===== src/rtl/sr_ctrl_pkg.sv =====
// Shared types and constants for the SR latch bank controller.
package sr_ctrl_pkg;

    typedef enum logic [2:0] {
        StIdle,
        StSetup,
        StPulse,
        StHold,
        StCheck
    } state_t;

    localparam logic OP_SET = 1'b1;
    localparam logic OP_CLR = 1'b0;

    // Cycles from one accepted command to the next possible accept.
    function automatic int unsigned seq_len(input int unsigned pulse_cyc);
        return 4 + pulse_cyc;
    endfunction

endpackage


===== src/rtl/rr_arb2.sv =====
// Two-way round-robin arbiter; on a tie the requester not granted last wins.
module rr_arb2 (
    input  logic       clk,
    input  logic       rst_n,
    input  logic [1:0] valid,
    input  logic       accept,
    output logic [1:0] grant
);

    logic last_q;  // index of the most recently accepted requester

    always_comb begin
        grant = 2'b00;
        unique case (valid)
            2'b01:   grant = 2'b01;
            2'b10:   grant = 2'b10;
            2'b11:   grant = last_q ? 2'b01 : 2'b10;
            default: grant = 2'b00;
        endcase
    end

    always_ff @(posedge clk or negedge rst_n) begin
        if (!rst_n) begin
            last_q <= 1'b1;
        end else if (accept) begin
            last_q <= grant[1];
        end
    end

endmodule


===== src/rtl/sr_bank_ctrl.sv =====
// Arbitrates set/clear commands from two requesters and sequences setup/pulse/hold
// writes into a bank of gated SR latches, then verifies each write by readback.
module sr_bank_ctrl
    import sr_ctrl_pkg::*;
#(
    parameter  int unsigned WIDTH     = 8,
    parameter  int unsigned PULSE_CYC = 2,
    localparam int unsigned IW        = $clog2(WIDTH)
) (
    input  logic             clk,
    input  logic             rst_n,
    input  logic             req0_valid,
    output logic             req0_ready,
    input  logic             req0_op,
    input  logic [IW-1:0]    req0_idx,
    input  logic             req1_valid,
    output logic             req1_ready,
    input  logic             req1_op,
    input  logic [IW-1:0]    req1_idx,
    output logic [WIDTH-1:0] lat_s,
    output logic [WIDTH-1:0] lat_r,
    output logic             lat_en,
    input  logic [WIDTH-1:0] lat_q,
    output logic             busy,
    output logic             err,
    output logic [IW-1:0]    err_idx,
    input  logic             err_clr
);

    localparam int unsigned CW = $clog2(PULSE_CYC + 1);

    state_t            state_q;
    logic [CW-1:0]     cnt_q;
    logic              op_q;
    logic [IW-1:0]     idx_q;
    logic [WIDTH-1:0]  sel_q;

    logic [1:0]        grant;
    logic              idle;
    logic              accept;
    logic              new_op;
    logic [IW-1:0]     new_idx;
    logic [WIDTH-1:0]  new_sel;
    logic              chk_fail;

    rr_arb2 u_arb (
        .clk    (clk),
        .rst_n  (rst_n),
        .valid  ({req1_valid, req0_valid}),
        .accept (accept),
        .grant  (grant)
    );

    assign idle       = (state_q == StIdle);
    assign busy       = !idle;
    assign req0_ready = idle & grant[0];
    assign req1_ready = idle & grant[1];
    assign accept     = idle & (|grant);
    assign new_op     = grant[1] ? req1_op : req0_op;
    assign new_idx    = grant[1] ? req1_idx : req0_idx;

    // An out-of-range index decodes to an empty select, so nothing is ever driven.
    always_comb begin
        new_sel = '0;
        for (int i = 0; i < WIDTH; i++) begin
            new_sel[i] = (IW'(i) == new_idx);
        end
    end

    assign chk_fail = (state_q == StCheck) &&
                      ((sel_q == '0) || ((|(lat_q & sel_q)) != op_q));

    always_ff @(posedge clk or negedge rst_n) begin
        if (!rst_n) begin
            state_q <= StIdle;
            cnt_q   <= '0;
            op_q    <= OP_CLR;
            idx_q   <= '0;
            sel_q   <= '0;
            lat_s   <= '0;
            lat_r   <= '0;
            lat_en  <= 1'b0;
        end else begin
            unique case (state_q)
                StIdle: begin
                    if (accept) begin
                        state_q <= StSetup;
                        op_q    <= new_op;
                        idx_q   <= new_idx;
                        sel_q   <= new_sel;
                        lat_s   <= (new_op == OP_SET) ? new_sel : '0;
                        lat_r   <= (new_op == OP_SET) ? '0 : new_sel;
                    end
                end
                StSetup: begin
                    state_q <= StPulse;
                    cnt_q   <= '0;
                    lat_en  <= |sel_q;
                end
                StPulse: begin
                    if (cnt_q == CW'(PULSE_CYC - 1)) begin
                        state_q <= StHold;
                        lat_en  <= 1'b0;
                    end else begin
                        cnt_q <= cnt_q + CW'(1);
                    end
                end
                StHold: begin
                    state_q <= StCheck;
                    lat_s   <= '0;
                    lat_r   <= '0;
                end
                StCheck: begin
                    state_q <= StIdle;
                end
                default: begin
                    state_q <= StIdle;
                end
            endcase
        end
    end

    // A new failure takes priority over a simultaneous clear.
    always_ff @(posedge clk or negedge rst_n) begin
        if (!rst_n) begin
            err     <= 1'b0;
            err_idx <= '0;
        end else if (chk_fail) begin
            err     <= 1'b1;
            err_idx <= idx_q;
        end else if (err_clr) begin
            err <= 1'b0;
        end
    end

endmodule


===== config.mk =====
export PLATFORM = sky130hd
export DESIGN_NAME = sr_bank_ctrl
export DESIGN_NICKNAME = d
export VERILOG_FILES = /design/src/rtl/sr_ctrl_pkg.sv /design/src/rtl/rr_arb2.sv /design/src/rtl/sr_bank_ctrl.sv
export SDC_FILE = /design/constraint.sdc
export NUM_CORES = 1
export LEC_CHECK = 0
export CAP_MARGIN = 10
export CORE_UTILIZATION = 45
export DETAILED_ROUTE_END_ITERATION = 8
export GPL_TIMING_DRIVEN = 0
export PLACE_DENSITY = 0.86
export SLEW_MARGIN = 20
export SYNTH_ARGS = -nofsm -noshare
export SYNTH_HDL_FRONTEND = slang
export SYNTH_HIERARCHICAL = 1
export SYNTH_SLANG_ARGS = --single-unit

===== constraint.sdc =====
create_clock -name clk -period 1.75 [get_ports clk]
set_input_delay 0.2625 -clock clk [delete_from_list [all_inputs] [get_ports clk]]
set_output_delay 0.2625 -clock clk [all_outputs]
set_load 0.005 [all_outputs]

==> summary.txt <==
fin. max-slew vios = 0
Reg power frac = 0.315
CP required = 1990 ps
WHS = 392 ps
Seq/Total Area, Yosys = 0.488
met2 WL = 2770 um
Tot Pwr = 4.97 mW
DR iter-0 viols = 109
EDFF count, synth = 0
Clock Path Buffers = 2
WL per Instance = 17.3 um
vias in the first global route = 1780
FF-to-FF End = lat_s[3]$_DFFE_PN0P_
setup repair after global routing missed its margin = true
share of post-route cells with drive strength above 1 = 0.231
Yosys top cell by area = dfrtp_1
chip height = 68.7 um
Main synth FF type = dfrtp_1
first-pass GRT wire length = 8320 um
max incr delay on CP = 580 ps
H-tree depth = 2
Synth top area share = 0.474
Crit Path Max Fanout = 5
status = finished with violations
clock root buffer master = clkbuf_8
Post-Syn Nets = 218
Internal Power = 3.01 mW
critical path arrival = 2030 ps
Starting Density = 0.484
Clock power frac = 0.159
Distinct cells, synth = 46
combinational share of power = 0.526
CTS tree = done
n_diodes = 0
NetSw = 1.96 mW
CP cell instances = a21boi_4 -> buf_6 -> mux2_4 -> or3_4 -> nor2_4 -> a22o_1
Avg Cell Area, Syn = 10.2 sq um
post-route antenna net violation count = 0
Post-synth ARST share = 1.00
routed vias/inst = 5.83
Placer Congestion = 0.817
Fmax = 557 MHz
Slew @ Worst Pin = 445 ps
Clock Latency Late Sink = 290 ps
Core Area = 4140 sq um
wirelength, routed = 5370 um
Lkg Pwr = 1.26 nW
violated checks = negative setup slack
clk sinks = 39
clock buffer count from CTS = 5
worst r2r path cells = 6
Slowest cell on crit path = dfstp_2
total gr overflow = 0
top post-synthesis cells by area = dfrtp_1 (47%), nand2_1 (3.7%), a22o_1 (3.5%)
largest net degree at the start of global routing = 28
Worst Skew = 3.78 ps
WL met3 = 273 um
vias post-DR = 1808
RR Startpoint = u_arb/last_q$_DFFE_PN1P_
area grow syn2layout = 41.4%
gr usage total = 0.244
Setup CP Type = register to register
max-cap violations = 0
1st-pass router iterations = 4
Sw Ratio = 0.395
Die Width = 68.7 um
PortBufs = 44
dpl hpwl = 3350 um
DRC Markers = 0
Die ar. = 4730 sq um
final hold violations = 0
Gate Count Post-Synth = 196
crit end category = register
final worst slack = -44.5 ps
minimum clock period = 1790 ps
startpoint types = register
Post-Syn Area = 2000 sq um
site row count = 23
Relative slew margins = 0.701
Setup violations, final = 12
reg-to-reg slack, setup = -40 ps
initial antenna violation count = 0
Pwr per Cell Area = 1750 nW/um^2
Min-Delay Path Class = input pin to asynchronous set/reset pin
nets = 281
routed length on met1 = 2180 um
uppermost layer routed = met4
# IOs = 45
Yosys warnings = 6
Worst IR Drop VDD = 929 uV
fin crit share = 1.03
Reg clk slew, reported paths = 80 ps
#FFs+latches synth = 39
-- power groups by stage --
stage / Combinational (mW) / Clock [mW] / Sequential [mW]
after global placement: 2.21 / 0 / 1.51
after floorplan: 1.56 / 0 / 1.47
after CTS: 2.39 / 0.797 / 1.52
after detailed placement: 2.27 / 0 / 1.52
final: 2.62 / 0.791 / 1.57
after global routing: 2.85 / 0.839 / 1.61
-- area by class of cell --
type,instances,area (sq um)
flip-flops and latches,39,978
clock inverters,2,35.0
plain buffers,8,58.8
multi-input cells,139,1030
inverters,9,33.8
clock buffers,6,82.6
fillers,309,1310
repair buffers,57,551
well taps,50,62.6
-- registers in the layout, indices dropped and copies added (netlist names) --
name / count
idx_q: 3
err: 1
err_idx: 3
state_q: 3
op_q: 1
lat_r: 8
lat_s: 8
sel_q: 8
lat_en: 1
u_arb/last_q: 1
cnt_q: 2
-- repair_timing --
item                       CTS  global route
hold buffers                 1             0
gates resized for setup     13            23
buffers inserted             9             2
hold endpoints to repair    12             0
cloned                       0             0
pin swaps                    2             3
setup endpoints to repair   24            29
-- per-layer routing --
| layer | global-route usage | vias up |
|---|---|---|
| met3 | 0.0559 | 12 |
| met4 | 0.0689 | 0 |
| met1 | 0.281 | 886 |
| met2 | 0.449 | 74 |
| li1 | - | 836 |
| met5 | 0 | - |
-- cell usage in the layout, fill, tap and decap left out, drive strengths merged, types with 2 or more instances in the layout --
cell and instances:
nand2b 8, buf 20, nor2b 5, and2 3, mux2 5, mux2i 5, o21ai 7, clkbuf 8
xnor2 2, nor3 3, a22o 8, dlygate4sd2 3, a21boi 2, and3 2, o2bb2ai 8, a22oi 4
nor4 4, clkdlybuf4s50 38, inv 9, nand3b 4, a31oi 4, o22a 2, nor2 13, a21o 4
dfrtp 38, nand3 7, nand2 20, a21oi 11
-- synth_stat cells (2+ instances only) --
master and instances:
a31oi_1 4, mux2i_1 5, buf_6 2, buf_2 5, and3_1 2, nor4_1 2, a21o_1 4, and2_1 3
nor2b_1 5, inv_1 7, nand2_1 20, dfrtp_1 38, nor2_1 11, a22oi_1 4, o22a_1 2, nor4_2 2
mux2_2 4, inv_2 2, o2bb2ai_1 8, xnor2_1 2, nand3b_1 4, nand2b_1 8, nand3_1 7, a22o_1 8
o21ai_0 6, a21oi_1 11
-- worst max-delay path, delay by kind of cell (launching register included) --
kind / cells / cell delay (ps)
DFF: 1 / 580
buffers and inverters: 1 / 140
AOI/OAI and AO/OA: 2 / 210
muxes: 1 / 320
and+or+nand+nor: 2 / 490
-- worst max path at each step --
| stage | cells after the start | end | slack, ps | startpoint |
|---|---|---|---|---|
| detailed placement | 6 | lat_r[6]$_DFFE_PN0P_ | -460 | req1_valid |
| global placement | 1 | cnt_q[1]$_DFFE_PN0P_ | -490 | rst_n |
| CTS | 7 | lat_r[2]$_DFFE_PN0P_ | -10 | u_arb/last_q$_DFFE_PN1P_ |
| finish | 6 | lat_s[3]$_DFFE_PN0P_ | -40 | u_arb/last_q$_DFFE_PN1P_ |
| floorplan | 6 | lat_r[3]$_DFFE_PN0P_ | 60 | u_arb/last_q$_DFFE_PN1P_ |
| global route | 6 | lat_r[2]$_DFFE_PN0P_ | -140 | u_arb/last_q$_DFFE_PN1P_ |
-- metrics by stage --
| step | setup TNS [ps] | cell area (sq um) | instances | setup WS, ps | util |
|---|---|---|---|---|---|
| finish | -298 | 2840 | 310 | -44.5 | 0.684 |
| global route | -1430 | 2840 | 310 | -137 | 0.684 |
| CTS | -22.3 | 2730 | 308 | -13.4 | 0.659 |
| detailed placement | -10020 | 2520 | 291 | -456 | 0.609 |
| global placement | -28460 | 2510 | 290 | -495 | 0.605 |
| floorplan | 0 | 2000 | 196 | 61.3 | - |
-- kinds of logic (layout without fill, tap and decap cells) --
logic type      count (synthesis)  count (layout)  synth area share
flops                          39              39             0.488
fa+ha+maj                       1               1           0.00624
simple gates                   73              73             0.205
xor+xnor                        2               2           0.00874
mux                            10              10            0.0549
buf+inv                        18              82            0.0462
compound gates                 53              53             0.191
(Power assumes the default switching activity.)
